<file path="src/rtl/i2c_master_ctrl.sv">
// Single-byte I2C master: one register write or one register read (with repeated START)
// per request, SCL derived from CLK in quarter-bit ticks, ACK checked after every sent byte.
module i2c_master_ctrl #(
    parameter int QTR = 32
) (
    input  logic       CLK,
    input  logic       Reset,
    input  logic       start,
    input  logic       rw,
    input  logic [6:0] dev_addr,
    input  logic [7:0] reg_addr,
    input  logic [7:0] wdata,
    output logic       busy,
    output logic       done,
    output logic       ack_err,
    output logic [7:0] rdata,
    output logic       SCL,
    output logic       oSDA,
    input  logic       iSDA
);

    localparam logic [3:0] ST_IDLE   = 4'd0;
    localparam logic [3:0] ST_START  = 4'd1;
    localparam logic [3:0] ST_ADDR_W = 4'd2;
    localparam logic [3:0] ST_ACK1   = 4'd3;
    localparam logic [3:0] ST_REG    = 4'd4;
    localparam logic [3:0] ST_ACK2   = 4'd5;
    localparam logic [3:0] ST_DATA_W = 4'd6;
    localparam logic [3:0] ST_ACK3   = 4'd7;
    localparam logic [3:0] ST_STOP   = 4'd8;
    localparam logic [3:0] ST_RSTART = 4'd9;
    localparam logic [3:0] ST_ADDR_R = 4'd10;
    localparam logic [3:0] ST_DATA_R = 4'd11;
    localparam logic [3:0] ST_MNACK  = 4'd12;
    localparam logic [3:0] ST_DONE   = 4'd13;

    localparam logic [7:0] QTR_M1 = 8'(QTR - 1);

    logic [3:0] state_q, state_d;
    logic [7:0] qcnt_q, qcnt_d;
    logic [1:0] phase_q, phase_d;
    logic [2:0] bit_q, bit_d;
    logic [7:0] rx_q, rx_d;
    logic [7:0] rdata_q, rdata_d;
    logic       busy_q, busy_d;
    logic       done_q, done_d;
    logic       err_q, err_d;
    logic       scl_q, scl_d;
    logic       sda_q, sda_d;
    logic       rw_q;
    logic [6:0] dev_q;
    logic [7:0] reg_q;
    logic [7:0] wdata_q;
    logic [7:0] tx_byte;

    logic accept, tick, sample, slot_end, in_ack;

    assign accept   = start && !busy_q;
    assign tick     = (state_q != ST_IDLE) && (state_q != ST_DONE) && (qcnt_q == QTR_M1);
    // iSDA is sampled on the tick that enters P2, slot transitions happen on the tick leaving P3
    assign sample   = tick && (phase_q == 2'd1);
    assign slot_end = tick && (phase_q == 2'd3);
    assign in_ack   = (state_q == ST_ACK1) || (state_q == ST_ACK2) || (state_q == ST_ACK3);

    always_comb begin
        state_d = state_q;
        qcnt_d  = qcnt_q;
        phase_d = phase_q;
        bit_d   = bit_q;
        rx_d    = rx_q;
        rdata_d = rdata_q;
        busy_d  = busy_q;
        done_d  = 1'b0;
        err_d   = err_q;
        if (accept) begin
            state_d = ST_START;
            qcnt_d  = 8'd0;
            phase_d = 2'd0;
            bit_d   = 3'd7;
            busy_d  = 1'b1;
            err_d   = 1'b0;
        end else if (state_q == ST_DONE) begin
            state_d = ST_IDLE;
        end else if (state_q != ST_IDLE) begin
            qcnt_d = tick ? 8'd0 : qcnt_q + 8'd1;
            if (tick) begin
                phase_d = phase_q + 2'd1;
            end
            if (sample) begin
                if (in_ack && iSDA) begin
                    err_d = 1'b1;
                end
                if (state_q == ST_DATA_R) begin
                    rx_d = {rx_q[6:0], iSDA};
                end
            end
            if (slot_end) begin
                case (state_q)
                    ST_START:  state_d = ST_ADDR_W;
                    ST_ADDR_W: begin
                        bit_d = bit_q - 3'd1;
                        if (bit_q == 3'd0) state_d = ST_ACK1;
                    end
                    ST_REG: begin
                        bit_d = bit_q - 3'd1;
                        if (bit_q == 3'd0) state_d = ST_ACK2;
                    end
                    ST_DATA_W: begin
                        bit_d = bit_q - 3'd1;
                        if (bit_q == 3'd0) state_d = ST_ACK3;
                    end
                    ST_ADDR_R: begin
                        bit_d = bit_q - 3'd1;
                        if (bit_q == 3'd0) state_d = ST_ACK3;
                    end
                    ST_DATA_R: begin
                        bit_d = bit_q - 3'd1;
                        if (bit_q == 3'd0) state_d = ST_MNACK;
                    end
                    ST_ACK1:   state_d = err_q ? ST_STOP : ST_REG;
                    ST_ACK2:   state_d = err_q ? ST_STOP : (rw_q ? ST_RSTART : ST_DATA_W);
                    ST_ACK3:   state_d = (err_q || !rw_q) ? ST_STOP : ST_DATA_R;
                    ST_RSTART: state_d = ST_ADDR_R;
                    ST_MNACK:  state_d = ST_STOP;
                    ST_STOP: begin
                        state_d = ST_DONE;
                        busy_d  = 1'b0;
                        done_d  = 1'b1;
                        if (rw_q && !err_q) rdata_d = rx_q;
                    end
                    default:   state_d = ST_IDLE;
                endcase
            end
        end
    end

    // Bus levels are decoded from the next state so SCL/oSDA come straight from flops
    always_comb begin
        tx_byte = 8'hFF;
        case (state_d)
            ST_ADDR_W: tx_byte = {dev_q, 1'b0};
            ST_REG:    tx_byte = reg_q;
            ST_DATA_W: tx_byte = wdata_q;
            ST_ADDR_R: tx_byte = {dev_q, 1'b1};
            default:   tx_byte = 8'hFF;
        endcase
    end

    always_comb begin
        scl_d = 1'b1;
        sda_d = 1'b1;
        case (state_d)
            ST_IDLE, ST_DONE: begin
                scl_d = 1'b1;
                sda_d = 1'b1;
            end
            ST_START, ST_RSTART: begin
                scl_d = !phase_d[1];
                sda_d = (phase_d == 2'd0);
            end
            ST_STOP: begin
                scl_d = (phase_d != 2'd0);
                sda_d = phase_d[1];
            end
            default: begin
                scl_d = phase_d[0] ^ phase_d[1];
                sda_d = tx_byte[bit_d];
            end
        endcase
    end

    always_ff @(posedge CLK) begin
        if (Reset) begin
            state_q <= ST_IDLE;
            qcnt_q  <= 8'd0;
            phase_q <= 2'd0;
            bit_q   <= 3'd7;
            rx_q    <= 8'd0;
            rdata_q <= 8'd0;
            busy_q  <= 1'b0;
            done_q  <= 1'b0;
            err_q   <= 1'b0;
            scl_q   <= 1'b1;
            sda_q   <= 1'b1;
            rw_q    <= 1'b0;
            dev_q   <= 7'd0;
            reg_q   <= 8'd0;
            wdata_q <= 8'd0;
        end else begin
            state_q <= state_d;
            qcnt_q  <= qcnt_d;
            phase_q <= phase_d;
            bit_q   <= bit_d;
            rx_q    <= rx_d;
            rdata_q <= rdata_d;
            busy_q  <= busy_d;
            done_q  <= done_d;
            err_q   <= err_d;
            scl_q   <= scl_d;
            sda_q   <= sda_d;
            if (accept) begin
                rw_q    <= rw;
                dev_q   <= dev_addr;
                reg_q   <= reg_addr;
                wdata_q <= wdata;
            end
        end
    end

    assign busy    = busy_q;
    assign done    = done_q;
    assign ack_err = err_q;
    assign rdata   = rdata_q;
    assign SCL     = scl_q;
    assign oSDA    = sda_q;

endmodule

</file>
<file path="config.mk">
export PLATFORM = sky130hd
export DESIGN_NAME = i2c_master_ctrl
export DESIGN_NICKNAME = d
export VERILOG_FILES = /design/src/rtl/i2c_master_ctrl.sv
export SDC_FILE = /design/constraint.sdc
export NUM_CORES = 1
export LEC_CHECK = 0
export ABC_AREA = 1
export CORE_MARGIN = 8
export CORE_UTILIZATION = 50
export DETAILED_ROUTE_END_ITERATION = 8
export PLACE_DENSITY = 0.75
export SYNTH_ARGS = -nofsm -noshare
export SYNTH_HDL_FRONTEND = slang
export SYNTH_SLANG_ARGS = --single-unit
</file>
<file path="constraint.sdc">
create_clock -name CLK -period 5.4 [get_ports CLK]
set_clock_uncertainty 0.2 [all_clocks]
set_input_delay 1.62 -clock CLK [delete_from_list [all_inputs] [get_ports CLK]]
set_output_delay 1.62 -clock CLK [all_outputs]
set_load 0.1 [all_outputs]
</file>
==> results.sh <==
export IMPL_fin_nets=541
export IMPL_met1_usage_pct=21.31
export IMPL_max_stage_delay_ps=1180
export IMPL_initialDrtViolationCount=187
export IMPL_cp_end_kind="primary output"
export IMPL_layout_commonest_cell="nor2_1"
export IMPL_yosysSeqAreaShare_pct=39.13
export IMPL_start_util_pct=50.82
export IMPL_cts_made_buffers=9
export IMPL_min_period_ps=3802
export IMPL_hpwl_um=5373
export IMPL_post_route_cells_drive_above_1_share_pct=7.227
export IMPL_synth_ff_type="dfxtp_1"
export IMPL_totalNegativeSetupSlack_ps=0
export IMPL_yosysWarnings=0
export IMPL_cp_depth=1
export IMPL_antennaDiodeCount=0
export IMPL_finalHoldViolCount=0
export IMPL_worst_path_buf_inv=1
export IMPL_layout_common_cells="nor2_1 (97), nand2_1 (75), dfxtp_1 (62)"
export IMPL_crit_type="reg -> out"
export IMPL_worstSkewPairLatency_ps=340
export IMPL_gr_usage_met2_pct=27.66
export IMPL_rsz0062_at_grt="no"
export IMPL_grt_pass1_vias=2868
export IMPL_die_x_um=95.65
export IMPL_arrival_ps=1980
export IMPL_fmax_mhz=263.0
export IMPL_grt_pass1_wl_um=12710
export IMPL_post_cts_resized=0
export IMPL_track_usage_pct=17.27
export IMPL_first_pass_iters=5
export IMPL_row_count=29
export IMPL_whs_ps=258.9
export IMPL_status="finished clean"
export IMPL_synthCells=471
export IMPL_final_max_slew_violation_count=0
export IMPL_grt_max_degree=45
export IMPL_io_pin_count=41
export IMPL_post_cts_buffers=0
export IMPL_antenna_found_initial=0
export IMPL_tightestPinTransition_ps=1014
export IMPL_gp_congestion=0.9592
export IMPL_vdd_drop_max_uv=171.1
export IMPL_drc=0
export IMPL_r2r_cells=13
export IMPL_avgSynthCellArea_sq_um=6.734
export IMPL_worstPathRequired_ps=3580
export IMPL_power_mw=1.040
export IMPL_leakagePower_nw=1.707
export IMPL_vias=3070
export IMPL_syn_to_final_growth_pct=20.35
export IMPL_postSynth_asyncResetShare_pct=0
export IMPL_syn_nets=505
export IMPL_synth_enable_flop_cells=0
export IMPL_hold_depth=2
export IMPL_p_per_area_nw_per_um2=272.3
export IMPL_top_usage_layer="met2"
export IMPL_die_area_sq_um=9148
export IMPL_cts_hold_buf=0
export IMPL_clk_path_buf_depth=2
export IMPL_portBuffers=40
export IMPL_clk_pin_slew_worst_paths_ps=80
export IMPL_setup_viol=0
export IMPL_detail_route_antenna_nets=0
export IMPL_netlist_area_sq_um=3172
export IMPL_die_y_um=95.65
export IMPL_clkSinkCount=62
export IMPL_final_period_utilization_pct=70.41
export IMPL_overflow=0
export IMPL_wl_um=7407
export IMPL_core_sq_um=6241
export IMPL_maxCapViolations=0
export IMPL_max_slew_margin_pct=32.34
export IMPL_critical_path_slowest_cell="clkdlybuf4s50_1"
export IMPL_critPathTopFamily="buffers and inverters"
export IMPL_tritoncts="yes"
export IMPL_met3_usage_pct=4.252
export IMPL_synth_cell_types=33
export IMPL_clockRootBuffer="clkbuf_8"
export IMPL_synth_ff_latch_count=62
export IMPL_hp_class="reg -> reg"
export IMPL_path_max_fanout=6
export IMPL_routed_via_density=5.212
export IMPL_cp_cell_sequence="clkdlybuf4s50_1"
export IMPL_wl_per_cell_um=12.58
export IMPL_critPathLaunchType="flip-flop"
export IMPL_htreeDepth=3
final timing paths:
kind / startpoint / to / slack, ps
max: ack_err / ack_err / 1600
min: rx_q[7] / rx_q[7] / 260
max reg2reg: qcnt_q[0] / rdata[4] / 2370
min reg2reg: rx_q[7] / rx_q[7] / 260
where the power goes:
| part | switching, mW | leakage [nW] | total (mW) | internal, mW |
|---|---|---|---|---|
| sequential | 0.0105 | 0.506 | 0.486 | 0.475 |
| combinational | 0.0635 | 1.09 | 0.102 | 0.0388 |
| clock | 0.188 | 0.111 | 0.452 | 0.264 |
| total | 0.262 | 1.71 | 1.04 | 0.778 |
cell families after synthesis:
family | count (synthesis) | share of synthesized area [%]
and+or+nand+nor | 239 | 33.49
xor gates and xnor gates | 3 | 0.8286
adders and majority gates | 6 | 2.367
DFF | 62 | 39.13
AOI/OAI and AO/OA | 85 | 14.40
buffers and inverters | 76 | 9.782
metal layers:
| metal | wire length, um | up-vias |
|---|---|---|
| li1 | - | 1587 |
| met1 | 3392 | 1375 |
| met2 | 3478 | 91 |
| met4 | 149 | 0 |
| met5 | 0 | - |
| met3 | 386 | 17 |
worst reg2reg max path, stage by stage, from the launching register on:
cell and delay [ps]:
dfxtp_1 380, ha_1 180, nand2_1 70, inv_1 50, nand2_1 70, nor2_1 260, nand3_4 180, inv_1 130
nand3_1 130, nor2_1 210, inv_1 100, nor3_2 620, o21ai_0 210, a21oi_1 180
area by class of cell:
type	instances	area [sq um]
Clock inverter	6	95.09
Fill cell	603	2424
Tap cell	77	96.34
Inverter	59	221.5
Clock buffer	10	127.6
Sequential cell	62	1241
Multi-Input combinational cell	333	1620
Timing Repair Buffer	42	415.4
per-stage QoR:
stage / std cells / worst slack [ps] / instance area [sq um] / utilization (%)
floorplan: 471 / 1915 / 3172 / -
global route: 589 / 1330 / 3817 / 61.17
detailed placement: 573 / 1313 / 3595 / 57.60
global placement: 573 / 1387 / 3595 / 57.60
finish: 589 / 1598 / 3817 / 61.17
CTS: 589 / 1586 / 3817 / 61.17
Yosys cell counts (6+ instances only):
library cell,number,area share (%)
dfxtp_1,62,39
clkbuf_1,10,1.2
a21oi_1,26,4.1
nor3_1,7,1.1
nand3_1,41,6.5
ha_1,6,2.4
inv_1,54,6.4
nand2_1,75,8.9
o21ai_0,47,7.4
nor2_1,97,11
sequential cells by signal, summed over array words and instances, names as in the netlist:
register  count
reg_q         8
SCL           1
busy          1
done          1
rw_q          1
phase_q       2
dev_q         7
rdata         8
ack_err       1
state_q       4
oSDA          1
qcnt_q        8
rx_q          8
bit_q         3
wdata_q       8
Power figures use the tool's default switching activity.
==> variant 1 (same settings) <==
Make the reset (`Reset`) asynchronous in one clocked block.
--- a/src/rtl/i2c_master_ctrl.sv
+++ b/src/rtl/i2c_master_ctrl.sv
@@ -169,7 +169,7 @@
         endcase
     end
 
-    always_ff @(posedge CLK) begin
+    always_ff @(posedge CLK or posedge Reset) begin
         if (Reset) begin
             state_q <= ST_IDLE;
             qcnt_q  <= 8'd0;
Behaviour: differs if Reset is asserted again (counterexample within 4 cycles, from zero or initial values and one cycle with Reset high); with Reset held inactive, the same outputs for 10 cycles.
==> variant 1 against the unedited design <==
  * Sequential share of layout area grew 6.0 points
  * Maximum frequency down 1.1%
  * Sequential cell count did not move
  * Worst setup slack got worse by 0.042 ns
  * Design area increased by 6.1%
  * Synthesized area is 5.6% higher
  * Routed wire length is 3.6% higher
  * Critical path type is now primary input to flop
  * Highest routed layer unchanged
Power is not compared: it rests on default switching activity, and its combinational part moved more than twofold at a synthesized area within 25%.
==> variant 1: results (changes against the unedited design) <==
Parameter                              Value

Run status
  Outcome ... finished, final reports clean

Synthesis
  Top cells by area, synth ... sky130_fd_sc_hd__dfrtp_1, sky130_fd_sc_hd__nand2_1, sky130_fd_sc_hd__nand3_1
  Mux share of post-synthesis cell area ... 0.003361 (+0.003361)
  Sequential fraction of the synthesis area ... 0.4649 (+0.07358)
  Post-Synth Adder-Cell Area ... 0.02240 (-0.001264)
  Synthesized Nets ... 484 (-4.2%)
  Parity-gate share of the synthesized area counting xor and xnor cells ... 0 (-0.008284)
  Commonest cells in the synthesized netlist ... sky130_fd_sc_hd__nand2_1, sky130_fd_sc_hd__dfrtp_1, sky130_fd_sc_hd__inv_1

Layout
  Fill count ... 612 (+1.5%)
  Layout Cells excl Fill ... 580 (-1.5%)
  Proportion of layout cells with a drive suffix above 1 ... 0.1020 (+0.02973)
  Flip-flop and latch area ... 1558 um2 (+26%)

Setup path
  Largest fanout on the critical path ... 35 (+29)
  Register-to-register setup slack ... 2.67 ns (+0.30 ns)
  Length in cells of the worst reg-to-reg path ... 16 (+3)
  CP endpoint kind ... flop
  Largest stage delay on the critical path ... 0.40 ns (-0.78 ns)
  Worst flop-to-flop path endpoint ... oSDA$_DFF_PP1_

Placed design
  Placed Instances ... 564 (-1.6%)
  HPWL after detailed placement ... 5701 um (+6.1%)

GRT
  Combined global-route utilization of all metal layers ... 0.1710 (-0.001687)
  Largest net degree at the start of global routing ... 43 (-4.4%)
  Global-route wire length before repair ... 13580 um (+6.8%)

Route
  Iter 0 DRT Violations ... 151 (-19%)

Worst hold path
  Startpoint of the most critical hold path ... dev_q[4]$_DFFE_PP0P_
==> variant 1: cell types whose count changed in the layout (fill, tap and decap cells not counted), moves of 6 or more <==
cell,before,now
sky130_fd_sc_hd__a21oi_1,26,12
sky130_fd_sc_hd__nand2_1,75,150
sky130_fd_sc_hd__nand3_1,41,47
sky130_fd_sc_hd__dfxtp_1,62,0
sky130_fd_sc_hd__dfrtp_1,0,57
sky130_fd_sc_hd__nor2_1,97,45
sky130_fd_sc_hd__o21ai_0,47,23
==> variant 1: layout make-up <==
cell class	instances	share of cell area
clock inverters	6	0.01731
clock buffers	10	0.03399
inverters	58	0.05377
well taps	80	0.02472
multi-input cells	320	0.3792
repair buffers	44	0.1063
flip-flops and latches	62	0.3847
==> variant 1: layer usage <==
metal	vias to the layer above	wire, um	GRT usage
met4	0	119	0.07434
met2	71	3660	0.2787
met1	1368	3499	0.2105
met3	13	397	0.04054
li1	1522	-	-
met5	-	0	0
==> variant 2 (config.mk and constraints unchanged) <==
Without the edit above. `QTR`: 32 -> 24.
--- a/src/rtl/i2c_master_ctrl.sv
+++ b/src/rtl/i2c_master_ctrl.sv
@@ -1,7 +1,7 @@
 // Single-byte I2C master: one register write or one register read (with repeated START)
 // per request, SCL derived from CLK in quarter-bit ticks, ACK checked after every sent byte.
 module i2c_master_ctrl #(
-    parameter int QTR = 32
+    parameter int QTR = 24
 ) (
     input  logic       CLK,
     input  logic       Reset,
Behaviour: same outputs for any inputs over 10 cycles, from zero or initial values and one cycle with Reset high; that may be too few to reach the edited logic, so the function may still have changed.
==> variant 2 against the unedited design <==
  * Synthesized area increased by 0.51%
  * Highest routed layer unchanged
  * Critical path type is now primary input to flop
  * Worst setup slack worse by 0.10 ns
  * Design area fell by 0.20%
  * Sequential cell count unchanged
  * Hold slack got worse by 0.00054 ns
  * Largest cell class unchanged
  * Routed wire length up 3.2%
  * Sequential share of layout area grew 0.064 points
  * Power fell by 5.3%
  * First-iteration DRC count is 1.1% higher
==> variant 2: results (changes against the unedited design) <==
Parameter                              Value

Run status
  Outcome ... finished, final reports clean

Setup path
  CP Data Arrival Time ... 3.98 ns (+2.00 ns)
  Largest fanout on the critical path ... 30 (+24)
  Critical Path Start Type ... primary input
  Crit path from ... start
  Startpoint-to-endpoint class of the critical path ... primary input to flop
  Length in cells of the worst reg-to-reg path ... 17 (+4)
  Worst flop-to-flop path endpoint ... oSDA$_SDFF_PP1_
  Largest stage delay on the critical path ... 0.40 ns (-0.78 ns)
  Register-to-register setup slack ... 2.59 ns (+0.22 ns)

GRT
  Combined global-route utilization of all metal layers ... 0.1814 (+0.008750)

Synthesis
  Top cells by area, synth ... sky130_fd_sc_hd__dfxtp_1, sky130_fd_sc_hd__nor2_1, sky130_fd_sc_hd__nand2_1
  Unique cell type count in the Yosys netlist ... 34 (+3.0%)
  Synthesized Nets ... 493 (-2.4%)
  Synthesized-area fraction occupied by ao, oa, aoi and oai cells ... 0.1232 (-0.02075)
  Post-Synth Adder-Cell Area ... 0.02355 (-0.0001208)
  Commonest cells in the synthesized netlist ... sky130_fd_sc_hd__nor2_1, sky130_fd_sc_hd__nand2_1, sky130_fd_sc_hd__dfxtp_1
  Avg Cell Area, Syn ... 6.946 um2 (+3.1%)
  Parity-gate share of the synthesized area counting xor and xnor cells ... 0.01099 (+0.002705)
  Sequential fraction of the synthesis area ... 0.3893 (-0.001997)

Placed design
  HPWL after detailed placement ... 5538 um (+3.1%)
  Placed Instances ... 563 (-1.7%)

Clock tree
  Total setup buffers inserted after CTS ... 0 (unchanged)

Power
  Total leakage power ... 1.665 nW (-2.5%)
  VDD IR-drop max ... 0.0001774 V (+3.6%)

Layout
  Layout Cells excl Fill ... 577 (-2.0%)
  Proportion of layout cells with a drive suffix above 1 ... 0.09400 (+0.02173)
  Final #Nets ... 531 (-1.8%)

Timing
  Actual transition at the worst max-transition pin ... 0.9962 ns (-0.01760 ns)

Route
  Total via count after detailed routing ... 2991 (-2.6%)
  Iter 0 DRT Violations ... 189 (+1.1%)
  Final wirelength ... 7641 um (+3.2%)
[variant 2: changes by cell type in the layout (fill, tap and decap cells not counted), moves of 4 or more]
cell	delta
sky130_fd_sc_hd__inv_1	-10
sky130_fd_sc_hd__inv_2	+5
sky130_fd_sc_hd__nor2_1	-5
sky130_fd_sc_hd__nand4_1	+4
[variant 2: critical path, delay by kind of cell]
family / cells / cell delay [ns]
simple gates: 12 / 1.20
buf+inv: 6 / 1.15
[variant 2: metrics by stage]
step | utilization | worst slack, ns | cell area (um2) | hold WS, ns
floorplan | - | 2.015 | 3188 | 0.2297
global placement | 0.5806 | 1.275 | 3623 | 0.2463
detailed placement | 0.5806 | 1.197 | 3623 | 0.2559
CTS | 0.6105 | 1.536 | 3810 | 0.2643
global route | 0.6105 | 1.252 | 3810 | 0.2910
finish | 0.6105 | 1.498 | 3810 | 0.2584
[variant 2: worst min-delay path by stage]
stage,endpoint,depth (start not counted),slack [ns]
finish,rdata[7]$_SDFFE_PP0P_,2,0.26
global route,rdata[7]$_SDFFE_PP0P_,2,0.29
CTS,rdata[7]$_SDFFE_PP0P_,2,0.26
detailed placement,rx_q[7]$_SDFFE_PP0P_,2,0.26
global placement,rx_q[7]$_SDFFE_PP0P_,2,0.25
floorplan,rdata[7]$_SDFFE_PP0P_,2,0.23
[variant 2: power by group]
part / internal [mW] / leakage (nW) / switching (mW)
combinational: 0.0399 / 1.06 / 0.0646
sequential: 0.476 / 0.506 / 0.0110
clock: 0.220 / 0.0980 / 0.174
[variant 2: cell families after synthesis]
| group | count (synthesis) |
|---|---|
| adder cells (fa/ha/maj) | 6 |
| XOR/XNOR | 4 |
| buffers and inverters | 69 |
| flip-flops | 62 |
| AO/OA/AOI/OAI | 75 |
| AND/OR/NAND/NOR | 243 |
[variant 2: final cells by class]
class	instances	area, um2
multi-input combinational	328	1668
clock inverter	4	48.80
tap	77	96.34
clock buffer	10	137.6
inverter	54	202.7
sequential	62	1241
fill	570	2431
timing repair buffer	42	415.4
[variant 2: layer usage]
layer / GRT usage / share of wire / vias to the layer above / wire length (um)
li1: - / - / 1558 / -
met1: 0.2261 / 0.47 / 1355 / 3604
met2: 0.2914 / 0.47 / 65 / 3586
met3: 0.04446 / 0.043 / 13 / 328
met4: 0.07810 / 0.016 / 0 / 122
met5: 0 / 0 / - / 0
